<file path="src/rtl/morse_decoder.sv">
// Morse receiver: synchronizes and debounces a key, times marks and spaces in units,
// and emits ASCII characters with a one-cycle valid strobe plus active-low status LEDs.
module morse_decoder #(
  parameter int unsigned UNIT_CYCLES     = 4_800_000,
  parameter int unsigned DEBOUNCE_CYCLES = 48_000
) (
  input  logic       i_clk,
  input  logic       i_rst,
  input  logic       i_key,
  output logic [7:0] o_char,
  output logic       o_valid,
  output logic       o_err,
  output logic       o_led_r,
  output logic       o_led_g,
  output logic       o_led_b
);

  localparam int unsigned    DbW    = $clog2(DEBOUNCE_CYCLES + 1);
  localparam logic [DbW-1:0] DbLast = DbW'(DEBOUNCE_CYCLES - 1);
  // cnt clears on the cycle before a level starts, so on a level's last cycle it reads length-1.
  localparam logic [25:0]    DashThr = 26'(2 * UNIT_CYCLES - 1);
  localparam logic [25:0]    WordThr = 26'(5 * UNIT_CYCLES - 1);

  typedef enum logic [1:0] {StIdle, StMark, StSpace, StGap} state_e;

  logic           sync1_q, sync2_q, key_db_q;
  logic [DbW-1:0] db_cnt_q;
  logic           flip, rise, fall;
  logic [25:0]    cnt_q;
  state_e         state_q, state_d;
  logic [4:0]     sym_q, sym_d;
  logic [2:0]     len_q, len_d;
  logic           ovf_q, ovf_d;
  logic           emit, emit_err;
  logic [7:0]     emit_char, lut_char;
  logic [7:0]     char_q;
  logic           valid_q, err_q, led_r_q, led_g_q;

  assign flip = (sync2_q != key_db_q) && (db_cnt_q == DbLast);
  assign rise = flip & ~key_db_q;
  assign fall = flip & key_db_q;

  always_ff @(posedge i_clk) begin
    if (i_rst) begin
      sync1_q  <= 1'b0;
      sync2_q  <= 1'b0;
      key_db_q <= 1'b0;
      db_cnt_q <= '0;
      cnt_q    <= '0;
    end else begin
      sync1_q <= i_key;
      sync2_q <= sync1_q;
      if (flip) begin
        key_db_q <= sync2_q;
        db_cnt_q <= '0;
      end else if (sync2_q != key_db_q) begin
        db_cnt_q <= db_cnt_q + DbW'(1);
      end else begin
        db_cnt_q <= '0;
      end
      if (flip) cnt_q <= '0;
      else if (cnt_q != '1) cnt_q <= cnt_q + 26'd1;
    end
  end

  always_comb begin
    lut_char = 8'h3F;
    case ({len_q, sym_q})
      {3'd1, 5'b00000}: lut_char = "E";
      {3'd1, 5'b00001}: lut_char = "T";
      {3'd2, 5'b00000}: lut_char = "I";
      {3'd2, 5'b00001}: lut_char = "A";
      {3'd2, 5'b00010}: lut_char = "N";
      {3'd2, 5'b00011}: lut_char = "M";
      {3'd3, 5'b00000}: lut_char = "S";
      {3'd3, 5'b00001}: lut_char = "U";
      {3'd3, 5'b00010}: lut_char = "R";
      {3'd3, 5'b00011}: lut_char = "W";
      {3'd3, 5'b00100}: lut_char = "D";
      {3'd3, 5'b00101}: lut_char = "K";
      {3'd3, 5'b00110}: lut_char = "G";
      {3'd3, 5'b00111}: lut_char = "O";
      {3'd4, 5'b00000}: lut_char = "H";
      {3'd4, 5'b00001}: lut_char = "V";
      {3'd4, 5'b00010}: lut_char = "F";
      {3'd4, 5'b00100}: lut_char = "L";
      {3'd4, 5'b00110}: lut_char = "P";
      {3'd4, 5'b00111}: lut_char = "J";
      {3'd4, 5'b01000}: lut_char = "B";
      {3'd4, 5'b01001}: lut_char = "X";
      {3'd4, 5'b01010}: lut_char = "C";
      {3'd4, 5'b01011}: lut_char = "Y";
      {3'd4, 5'b01100}: lut_char = "Z";
      {3'd4, 5'b01101}: lut_char = "Q";
      {3'd5, 5'b11111}: lut_char = "0";
      {3'd5, 5'b01111}: lut_char = "1";
      {3'd5, 5'b00111}: lut_char = "2";
      {3'd5, 5'b00011}: lut_char = "3";
      {3'd5, 5'b00001}: lut_char = "4";
      {3'd5, 5'b00000}: lut_char = "5";
      {3'd5, 5'b10000}: lut_char = "6";
      {3'd5, 5'b11000}: lut_char = "7";
      {3'd5, 5'b11100}: lut_char = "8";
      {3'd5, 5'b11110}: lut_char = "9";
      default:          lut_char = 8'h3F;
    endcase
  end

  always_comb begin
    state_d   = state_q;
    sym_d     = sym_q;
    len_d     = len_q;
    ovf_d     = ovf_q;
    emit      = 1'b0;
    emit_err  = 1'b0;
    emit_char = 8'h00;
    unique case (state_q)
      StIdle: if (rise) state_d = StMark;
      StMark: begin
        if (fall) begin
          if (len_q == 3'd5) begin
            ovf_d = 1'b1;
          end else begin
            sym_d = {sym_q[3:0], (cnt_q >= DashThr)};
            len_d = len_q + 3'd1;
          end
          state_d = StSpace;
        end
      end
      StSpace: begin
        if (cnt_q == DashThr) begin
          emit      = 1'b1;
          emit_err  = ovf_q || (lut_char == 8'h3F);
          emit_char = ovf_q ? 8'h3F : lut_char;
          sym_d     = '0;
          len_d     = '0;
          ovf_d     = 1'b0;
          state_d   = rise ? StMark : StGap;
        end else if (rise) begin
          state_d = StMark;
        end
      end
      StGap: begin
        if (cnt_q == WordThr) begin
          emit      = 1'b1;
          emit_char = 8'h20;
          state_d   = rise ? StMark : StIdle;
        end else if (rise) begin
          state_d = StMark;
        end
      end
      default: state_d = StIdle;
    endcase
  end

  always_ff @(posedge i_clk) begin
    if (i_rst) begin
      state_q <= StIdle;
      sym_q   <= '0;
      len_q   <= '0;
      ovf_q   <= 1'b0;
      char_q  <= 8'h00;
      valid_q <= 1'b0;
      err_q   <= 1'b0;
      led_r_q <= 1'b1;
      led_g_q <= 1'b1;
    end else begin
      state_q <= state_d;
      sym_q   <= sym_d;
      len_q   <= len_d;
      ovf_q   <= ovf_d;
      valid_q <= emit;
      err_q   <= emit_err;
      led_g_q <= ~key_db_q;
      if (emit) begin
        char_q  <= emit_char;
        led_r_q <= ~emit_err;
      end
    end
  end

  assign o_char  = char_q;
  assign o_valid = valid_q;
  assign o_err   = err_q;
  assign o_led_r = led_r_q;
  assign o_led_g = led_g_q;
  assign o_led_b = (len_q == 3'd0);

endmodule

</file>
<file path="config.mk">
export PLATFORM = sky130hd
export DESIGN_NAME = morse_decoder
export DESIGN_NICKNAME = d
export VERILOG_FILES = /design/src/rtl/morse_decoder.sv
export SDC_FILE = /design/constraint.sdc
export NUM_CORES = 1
export LEC_CHECK = 0
export BUFFER_PORTS_ARGS = -buffer_cell sky130_fd_sc_hd__buf_2
export CAP_MARGIN = 5
export CORE_ASPECT_RATIO = 0.8
export CORE_MARGIN = 5
export CORE_UTILIZATION = 69
export CTS_BUF_LIST = sky130_fd_sc_hd__clkbuf_4
export CTS_CLUSTER_SIZE = 20
export DETAILED_ROUTE_END_ITERATION = 8
export GPL_TIMING_DRIVEN = 1
export PLACE_DENSITY = 0.95
export SLEW_MARGIN = 20
export SYNTH_ARGS = -nofsm -noshare
export SYNTH_HDL_FRONTEND = slang
export SYNTH_SLANG_ARGS = --single-unit
</file>
<file path="constraint.sdc">
create_clock -name i_clk -period 2.99 [get_ports i_clk]
set_input_delay 0.299 -clock i_clk [delete_from_list [all_inputs] [get_ports i_clk]]
set_output_delay 0.299 -clock i_clk [all_outputs]
set_load 0.1 [all_outputs]
</file>
Word level (Yosys, flattened, before mapping)
Index checks and enable logic that the tools add are counted.
Storage, ports and cells
  input bits: 3
  flip-flop bits (word level): 68
Cells by class
  add/subtract/negate cells: 3
  equality and inequality tests: 50
  mux-type cells: 29
  reduce and logical (&&, ||, !) cells: 9
  order comparisons: 1
  bitwise operators: 5
Operators by type and width (number)
  $pmux W7 S36: 1
  $eq A8 B8 Y1 const B: 22
  $eq A8 B7 Y1 const B: 12
  $add A26 B1 Y26 const B: 1
  $eq A26 B24 Y1 const B: 1
  $eq A26 B25 Y1 const B: 1
  $ge A26 B24 Y1 const B: 1
  $ne A26 B26 Y1 const B: 1
  $eq A8 B6 Y1 const B: 3
  $add A16 B1 Y16 const B: 1
  $eq A16 B16 Y1 const B: 1
  $mux W8: 2
  $pmux W8 S2: 1
  $mux W5: 3
  $mux W2: 5
  $pmux W5 S2: 1
  $mux W3: 3
  $mux W1: 8
  $ne A2 B2 Y1 const B: 4
  $pmux W2 S4: 1
  $reduce_and A4 Y1: 2
  $mux W6: 1
  $pmux W3 S2: 1
  $eq A2 B2 Y1 const B: 2
  other kinds (14): 18

Depth between registers and ports, before layout
Gate-level depths: netlist of run 1.
  depth after elaboration: 7
  gate-level depth with buffers: 10
  depth with buffers taken out: 7

Least setup slack after synthesis of run 1
Ideal clock, no wire load.
  path type: register to output
  start: reg len_q[1]
  end: out o_led_b
  cell stages (with the launch flop): 6
  setup slack: 0.481 ns
  data arrival time: 2.210 ns
  buffers on the path: 2
  path through: dfxtp_1 -> buf_2 -> clkbuf_1 -> inv_1 -> ha_1 -> nor2b_1
On the way
  word-level cells in the longest chain between the ends: 1
Ends and longest elaborated chain
  start, declared: RTL line 32  | logic [2:0] len_q, len_d;
  start signal, assigned: RTL line 170  | len_q <= len_d;
  $logic_not A3 Y1: RTL line 187  | assign o_led_b = (len_q == 3'd0);
  end, declared: RTL line 15  | output logic o_led_b
Every way passes these cells.

Worst setup path in the final report of run 1
  start: reg len_q[0]
  end: out o_led_b
The elaborated chain is that of the path after synthesis.

==> load_flow_metrics.sql, run 1 <==
INSERT INTO impl_metrics (metric_group, metric, value, unit) VALUES
('clock_tree', 'cts_inserted_buffers', '9', ''),
('power_and_ir_drop', 'fin_total_pwr', '1531', 'uW'),
('clock_tree', 'worst_setup_hold_path_clk_slew', '0.11', 'ns'),
('synthesis', 'yosys_warnings', '0', ''),
('detailed_routing', 'drt_pre_antenna_iters', '6', ''),
('detailed_routing', 'route.final.wire_length', '8.818', 'mm'),
('detailed_routing', 'post_drt_wl_per_cell', '15.92', 'um'),
('timing', 'worst_pin_slew', '0.9544', 'ns'),
('timing', 'slew_headroom', '36.29', '%'),
('synthesis', 'async_set_reset_flop_share_out_of_synthesis', '0', '%'),
('timing', 'setup_viol', '0', ''),
('synthesis', 'synth.area.mux_share', '0.7742', '%'),
('worst_setup_path', 'worst-r2r-cell-count', '6', ''),
('detailed_routing', 'route.antenna.remaining_nets', '0', ''),
('final_layout', 'fin_area', '0.004056', 'mm^2'),
('global_route', 'first_global_vias', '3143', ''),
('worst_setup_path', 'critical_path.startpoint_type', 'flop', ''),
('power_and_ir_drop', 'share_clk_of_total_power', '39.1', '%'),
('global_route', 'grt_max_degree', '30', ''),
('global_route', 'antenna_found_initial', '0', ''),
('flow_run', 'drv.max_cap_violation_count', '0', ''),
('synthesis', 'synth-edff-count', '0', ''),
('synthesis', 'synth_top_flop_cell', 'dfxtp_1', ''),
('synthesis', 'synth-compound-area-share', '12.29', '%'),
('timing', 'fin_crit_period', '2.543', 'ns'),
('hold_path', 'worstHoldStart', 'i_key', ''),
('detailed_routing', 'drt-vias-per-instance', '6.390', ''),
('global_route', 'grt_use_total', '25.07', '%'),
('synthesis', 'largest_family_of_logic_cells_by_synthesized_area', 'simple AND/OR/NAND/NOR gates', ''),
('global_route', 'grt_pass1_wl', '14.58', 'mm'),
('placed_design', 'globalplace.congestion', '1.040', ''),
('worst_setup_path', 'reg2reg_to', 'o_char[2]', ''),
('detailed_routing', 'vias', '3540', ''),
('timing', 'rsz0062_at_grt', 'no', ''),
('global_route', 'global_route.overflow_total', '0', ''),
('floorplanning', 'dieHeight', '77.06', 'um'),
('clock_tree', 'cts.htree.levels', '3', ''),
('synthesis', 'yosysUniqueCellTypes', '65', ''),
('worst_setup_path', 'worst_setup_path_end_kind', 'primary output', ''),
('hold_path', 'worstHoldPathCells', '2', ''),
('floorplanning', 'die-area', '0.007230', 'mm^2'),
('final_layout', 'layout-area-overhead-vs-synth', '4.581', '%'),
('detailed_routing', 'drt_drc_violations_left', '0', ''),
('synthesis', 'post_synth_fa_ha_maj_area_fraction', '1.613', '%'),
('clock_tree', 'cts_buffer_depth', '2', ''),
('detailed_routing', 'detail_route.iter0.violations', '338', ''),
('final_layout', 'fillers', '421', ''),
('worst_setup_path', 'critical_path_peak_fanout', '19', ''),
('floorplanning', 'core_area', '0.005465', 'mm^2'),
('worst_setup_path', 'critical_path.cell_chain', 'inv_1 -> ha_1 -> nor2b_1 -> buf_2', ''),
('placed_design', 'dpl-instance-area', '0.003918', 'mm^2'),
('final_layout', 'layout-drive-gt1-share', '11.76', '%'),
('timing', 'post-route-period-util', '85.03', '%'),
('clock_tree', 'post_cts_resized', '0', ''),
('power_and_ir_drop', 'leakagePower', '0.001422', 'uW'),
('power_and_ir_drop', 'p_comb_share', '2.1', '%'),
('timing', 'finalSetupTns', '0', 'ns'),
('timing', 'finalHoldViolCount', '0', ''),
('worst_setup_path', 'slack_of_the_worst_reg_to_reg_path', '0.60', 'ns'),
('outcome', 'run_status', 'completed', ''),
('worst_setup_path', 'crit_required', '2.69', 'ns'),
('final_layout', 'num_antenna_cells', '0', ''),
('worst_setup_path', 'max_stage_delay', '0.78', 'ns'),
('synthesis', 'synth.net_count', '482', ''),
('floorplanning', 'start_util', '70.97', '%'),
('power_and_ir_drop', 'intPower', '1171', 'uW'),
('worst_setup_path', 'timing.critical_path.buf_inv', '2', ''),
('placed_design', 'io_buffers', '14', ''),
('worst_setup_path', 'worst-setup-path-type', 'reg -> out', ''),
('synthesis', 'simple_gate_area_share_of_the_yosys_netlist', '36.97', '%'),
('worst_setup_path', 'worst-endpoint-arrival', '2.24', 'ns');
-- power groups by stage --
stage	Combinational, uW	Clock (uW)	Sequential [uW]
after floorplan	26.8	0	920
after global placement	30.3	0	921
after detailed placement	31.3	0	921
after CTS	31.5	602	901
after global routing	34.9	648	902
final	31.9	598	901
-- layer usage --
| layer | up-vias | wire length, um | track usage (%) | part of all wire [%] |
|---|---|---|---|---|
| met5 | - | 0 | 0 | 0 |
| met1 | 1655 | 3979 | 34.59 | 45 |
| li1 | 1693 | - | - | - |
| met3 | 18 | 753 | 6.654 | 8.5 |
| met4 | 0 | 146 | 9.235 | 1.7 |
| met2 | 174 | 3938 | 37.42 | 45 |
-- final cells by class --
cell class	count	area [um^2]	share of cell area, %
tap	78	97.59	2.406
timing repair buffer	17	92.59	2.283
clock buffer	10	75.07	1.851
multi-input combinational	366	2349	57.90
inverter	10	37.54	0.9254
clock inverter	6	63.81	1.573
sequential	67	1341	33.07
-- layout by cell type, fill, tap and decap left out, drive strengths merged, types with 3 or more instances in the layout --
master	count
o32ai	3
and2	4
nor3b	5
inv	12
clkbuf	10
a21oi	14
ha	5
buf	17
nand2	35
nand2b	8
o21ai	10
xor2	20
xnor2	19
nand4b	4
a22o	6
nor2	67
nor4	11
nor2b	13
a211oi	7
and3	8
nor4b	4
mux2i	3
nand3b	4
dfxtp	67
or3	4
o211ai	3
nand3	22
nand4	19
a31o	3
nor3	27
a221oi	3
and4	5
a31oi	3
-- through the flow --
| step | setup WS, ns | cells | utilization (%) | hold slack [ns] |
|---|---|---|---|---|
| 2_1_floorplan | 0.4807 | 474 | - | 0.4138 |
| 3_3_place_gp | 0.7561 | 538 | 71.68 | 0.4397 |
| 3_5_place_dp | 0.6822 | 538 | 71.68 | 0.4272 |
| 4_1_cts | 0.4823 | 554 | 74.22 | 0.09673 |
| 5_1_grt | 0.3742 | 554 | 74.22 | 0.08036 |
| 6_report | 0.4475 | 554 | 74.22 | 0.1020 |
-- flip-flops by register name, indices dropped and copies added, names as in the netlist, 2 cells and up --
register / flops
sym_q: 5
db_cnt_q: 16
state_q: 2
o_char: 7
len_q: 3
cnt_q: 26
-- worst max-delay path by stage --
| stage | to | slack [ns] | cells past startpoint |
|---|---|---|---|
| finish | o_led_b | 0.45 | 4 |
| global route | o_led_b | 0.37 | 4 |
| CTS | o_led_b | 0.48 | 4 |
| detailed placement | o_char[2] | 0.68 | 6 |
| global placement | o_char[2] | 0.76 | 6 |
| floorplan | o_led_b | 0.48 | 5 |
-- cells by family after synthesis --
logic type	count (synthesis)
DFF	67
muxes	3
AOI/OAI and AO/OA	66
other	1
adders and majority gates	5
and+or+nand+nor	252
xor gates and xnor gates	39
buffers and inverters	41
No activity file was read; power rests on OpenSTA's default activity.
==> run 2, diff against run 1 <==
- CELL_PAD_IN_SITES_DETAIL_PLACEMENT: not set -> 0
- CELL_PAD_IN_SITES_GLOBAL_PLACEMENT: not set -> 1
- CORE_UTILIZATION: 69 -> 52
==> load_flow_metrics.sql, run 2 (synthesis results as in run 1) <==
INSERT INTO impl_metrics (metric_group, metric, value, unit) VALUES
('global_route', 'grt_pass1_wl', '14.83', 'mm'),
('outcome', 'run_status', 'completed', ''),
('flow_run', 'drv.max_cap_violation_count', '0', ''),
('timing', 'setup_viol', '0', ''),
('hold_path', 'worst_hold_path_type', 'in -> reg', ''),
('timing', 'skew', '0.01864', 'ns'),
('worst_setup_path', 'critical_path.cell_chain', 'inv_1 -> ha_1 -> nor2b_1 -> buf_2', ''),
('timing', 'rsz0062_at_grt', 'no', ''),
('floorplanning', 'die-area', '0.009297', 'mm^2'),
('worst_setup_path', 'max_stage_delay', '0.74', 'ns'),
('floorplanning', 'placementRows', '28', ''),
('clock_tree', 'cts.htree.levels', '3', ''),
('detailed_routing', 'drt-vias-per-instance', '5.917', ''),
('floorplanning', 'dieHeight', '87.25', 'um'),
('clock_tree', 'clock_sink_count', '67', ''),
('clock_tree', 'clock_insertion_delay_worst_skew', '0.42', 'ns'),
('worst_setup_path', 'worst-endpoint-arrival', '2.16', 'ns'),
('final_layout', 'largest_register_ff_count', '26', ''),
('detailed_routing', 'post_drt_wl_per_cell', '15.05', 'um'),
('clock_tree', 'cts_tree', 'done', ''),
('timing', 'max_freq', '0.4068', 'GHz'),
('detailed_routing', 'route.antenna.remaining_nets', '0', ''),
('final_layout', 'layout-drive-gt1-share', '12.34', '%'),
('worst_setup_path', 'worst_setup_path_end_kind', 'primary output', ''),
('placed_design', 'io_buffers', '14', ''),
('clock_tree', 'cts_setup_buffers', '0', ''),
('final_layout', 'largest-register', 'cnt_q', ''),
('placed_design', 'dp_cells', '552', ''),
('clock_tree', 'cts_buffer_depth', '2', ''),
('clock_tree', 'holdBufCountCts', '0', ''),
('power_and_ir_drop', 'leakagePower', '0.001424', 'uW'),
('final_layout', 'final_nets', '481', ''),
('worst_setup_path', 'critical_path.startpoint_type', 'flop', ''),
('global_route', 'grt_max_degree', '27', ''),
('power_and_ir_drop', 'power.density_cell_area', '359.6', 'mW/mm^2'),
('timing', 'hold_slack', '0.08374', 'ns'),
('worst_setup_path', 'slowest_stage', 'dfxtp_1', ''),
('final_layout', 'layout-area-overhead-vs-synth', '4.935', '%'),
('worst_setup_path', 'slack_of_the_worst_reg_to_reg_path', '0.60', 'ns'),
('clock_tree', 'cts_inserted_buffers', '9', ''),
('clock_tree', 'worst_setup_hold_path_clk_slew', '0.12', 'ns'),
('global_route', 'grt_use_total', '19.48', '%'),
('global_route', 'global_route.overflow_total', '0', ''),
('timing', 'post-route-period-util', '82.22', '%'),
('detailed_routing', 'detail_route.iter0.violations', '287', ''),
('worst_setup_path', 'worst-setup-path-type', 'reg -> out', ''),
('clock_tree', 'clk_root_buffer_cell', 'clkbuf_4', ''),
('global_route', 'antenna_found_initial', '0', ''),
('detailed_routing', 'route.final.wire_length', '8.561', 'mm'),
('power_and_ir_drop', 'power.ir.vdd_worst', '264.9', 'uV'),
('timing', 'fin_crit_period', '2.458', 'ns'),
('detailed_routing', 'drt_drc_violations_left', '0', ''),
('final_layout', 'commonest_non_fill_non_tap_cell_in_the_layout', 'dfxtp_1', ''),
('timing', 'worst_pin_slew', '0.7117', 'ns'),
('placed_design', 'globalplace.congestion', '0.9353', ''),
('timing', 'finalSetupTns', '0', 'ns'),
('floorplanning', 'core_area', '0.007322', 'mm^2'),
('floorplanning', 'start_util', '52.97', '%'),
('final_layout', 'layout_common_cells', 'dfxtp_1 (67), nor2_1 (65), nand2_1 (35)', ''),
('detailed_routing', 'vias', '3367', ''),
('placed_design', 'detailedPlacementHpwl', '6.090', 'mm'),
('worst_setup_path', 'critical_path_peak_fanout', '19', ''),
('floorplanning', 'ios', '16', ''),
('floorplanning', 'chipWidth', '106.6', 'um'),
('detailed_routing', 'drt_pre_antenna_iters', '4', ''),
('timing', 'finalHoldViolCount', '0', ''),
('global_route', 'first_global_vias', '2993', ''),
('clock_tree', 'post_cts_resized', '0', ''),
('worst_setup_path', 'crit_required', '2.69', 'ns'),
('timing', 'finalMaxSlewViolations', '0', ''),
('final_layout', 'instances_no_fill', '569', ''),
('timing', 'slew_headroom', '52.49', '%');
==> run 2: routing by layer <==
layer	wire, um	track usage [%]	up-vias
li1	-	-	1699
met1	4341	29.09	1570
met2	3619	27.89	92
met3	546	5.189	6
met4	53	4.413	0
met5	0	0	-
==> run 2: per-stage QoR <==
step                      cell area [um^2]  util, %  worst slack [ns]  power [uW]
after floorplan                       3879        -            0.4807       947.2
after global placement                3948    53.91            0.7274       951.8
after detailed placement              3948    53.91            0.6724       953.0
after CTS                             4068    55.55            0.5100        1482
after global routing                  4068    55.55            0.3627        1531
final                                 4070    55.59            0.5316        1464
==> run 2: path summary, 6_finish.rpt <==
check / startpoint / to / cells after the start
hold reg to reg: sync1_q / sync2_q / 1
hold / removal: i_key / sync1_q / 2
setup / recovery: len_q[0] / o_led_b / 4
setup reg to reg: sym_q[3] / o_char[2] / 6
==> run 2: power breakdown <==
| part | switching (uW) | internal, uW | leakage, uW | total (uW) |
|---|---|---|---|---|
| Sequential | 4.03 | 897 | 0.000541 | 901 |
| Clock | 356 | 174 | 0.0000663 | 531 |
| Combinational | 23.5 | 7.99 | 0.000817 | 31.5 |
==> run 2: worst max-delay path: cells and delay by family, from the launching register on <==
family	cells	cell delay [ns]
adders and majority gates	1	0.27
buffers and inverters	2	0.58
DFF	1	0.74
and+or+nand+nor	1	0.14
==> run 2: cell type report <==
| class | instances | area [um^2] |
|---|---|---|
| clock buffer | 9 | 67.56 |
| tap | 90 | 112.6 |
| multi-input combinational | 366 | 2349 |
| antenna | 1 | 2.502 |
| inverter | 10 | 37.54 |
| timing repair buffer | 19 | 107.6 |
| fill | 693 | 3252 |
| clock inverter | 7 | 52.55 |
| sequential | 67 | 1341 |
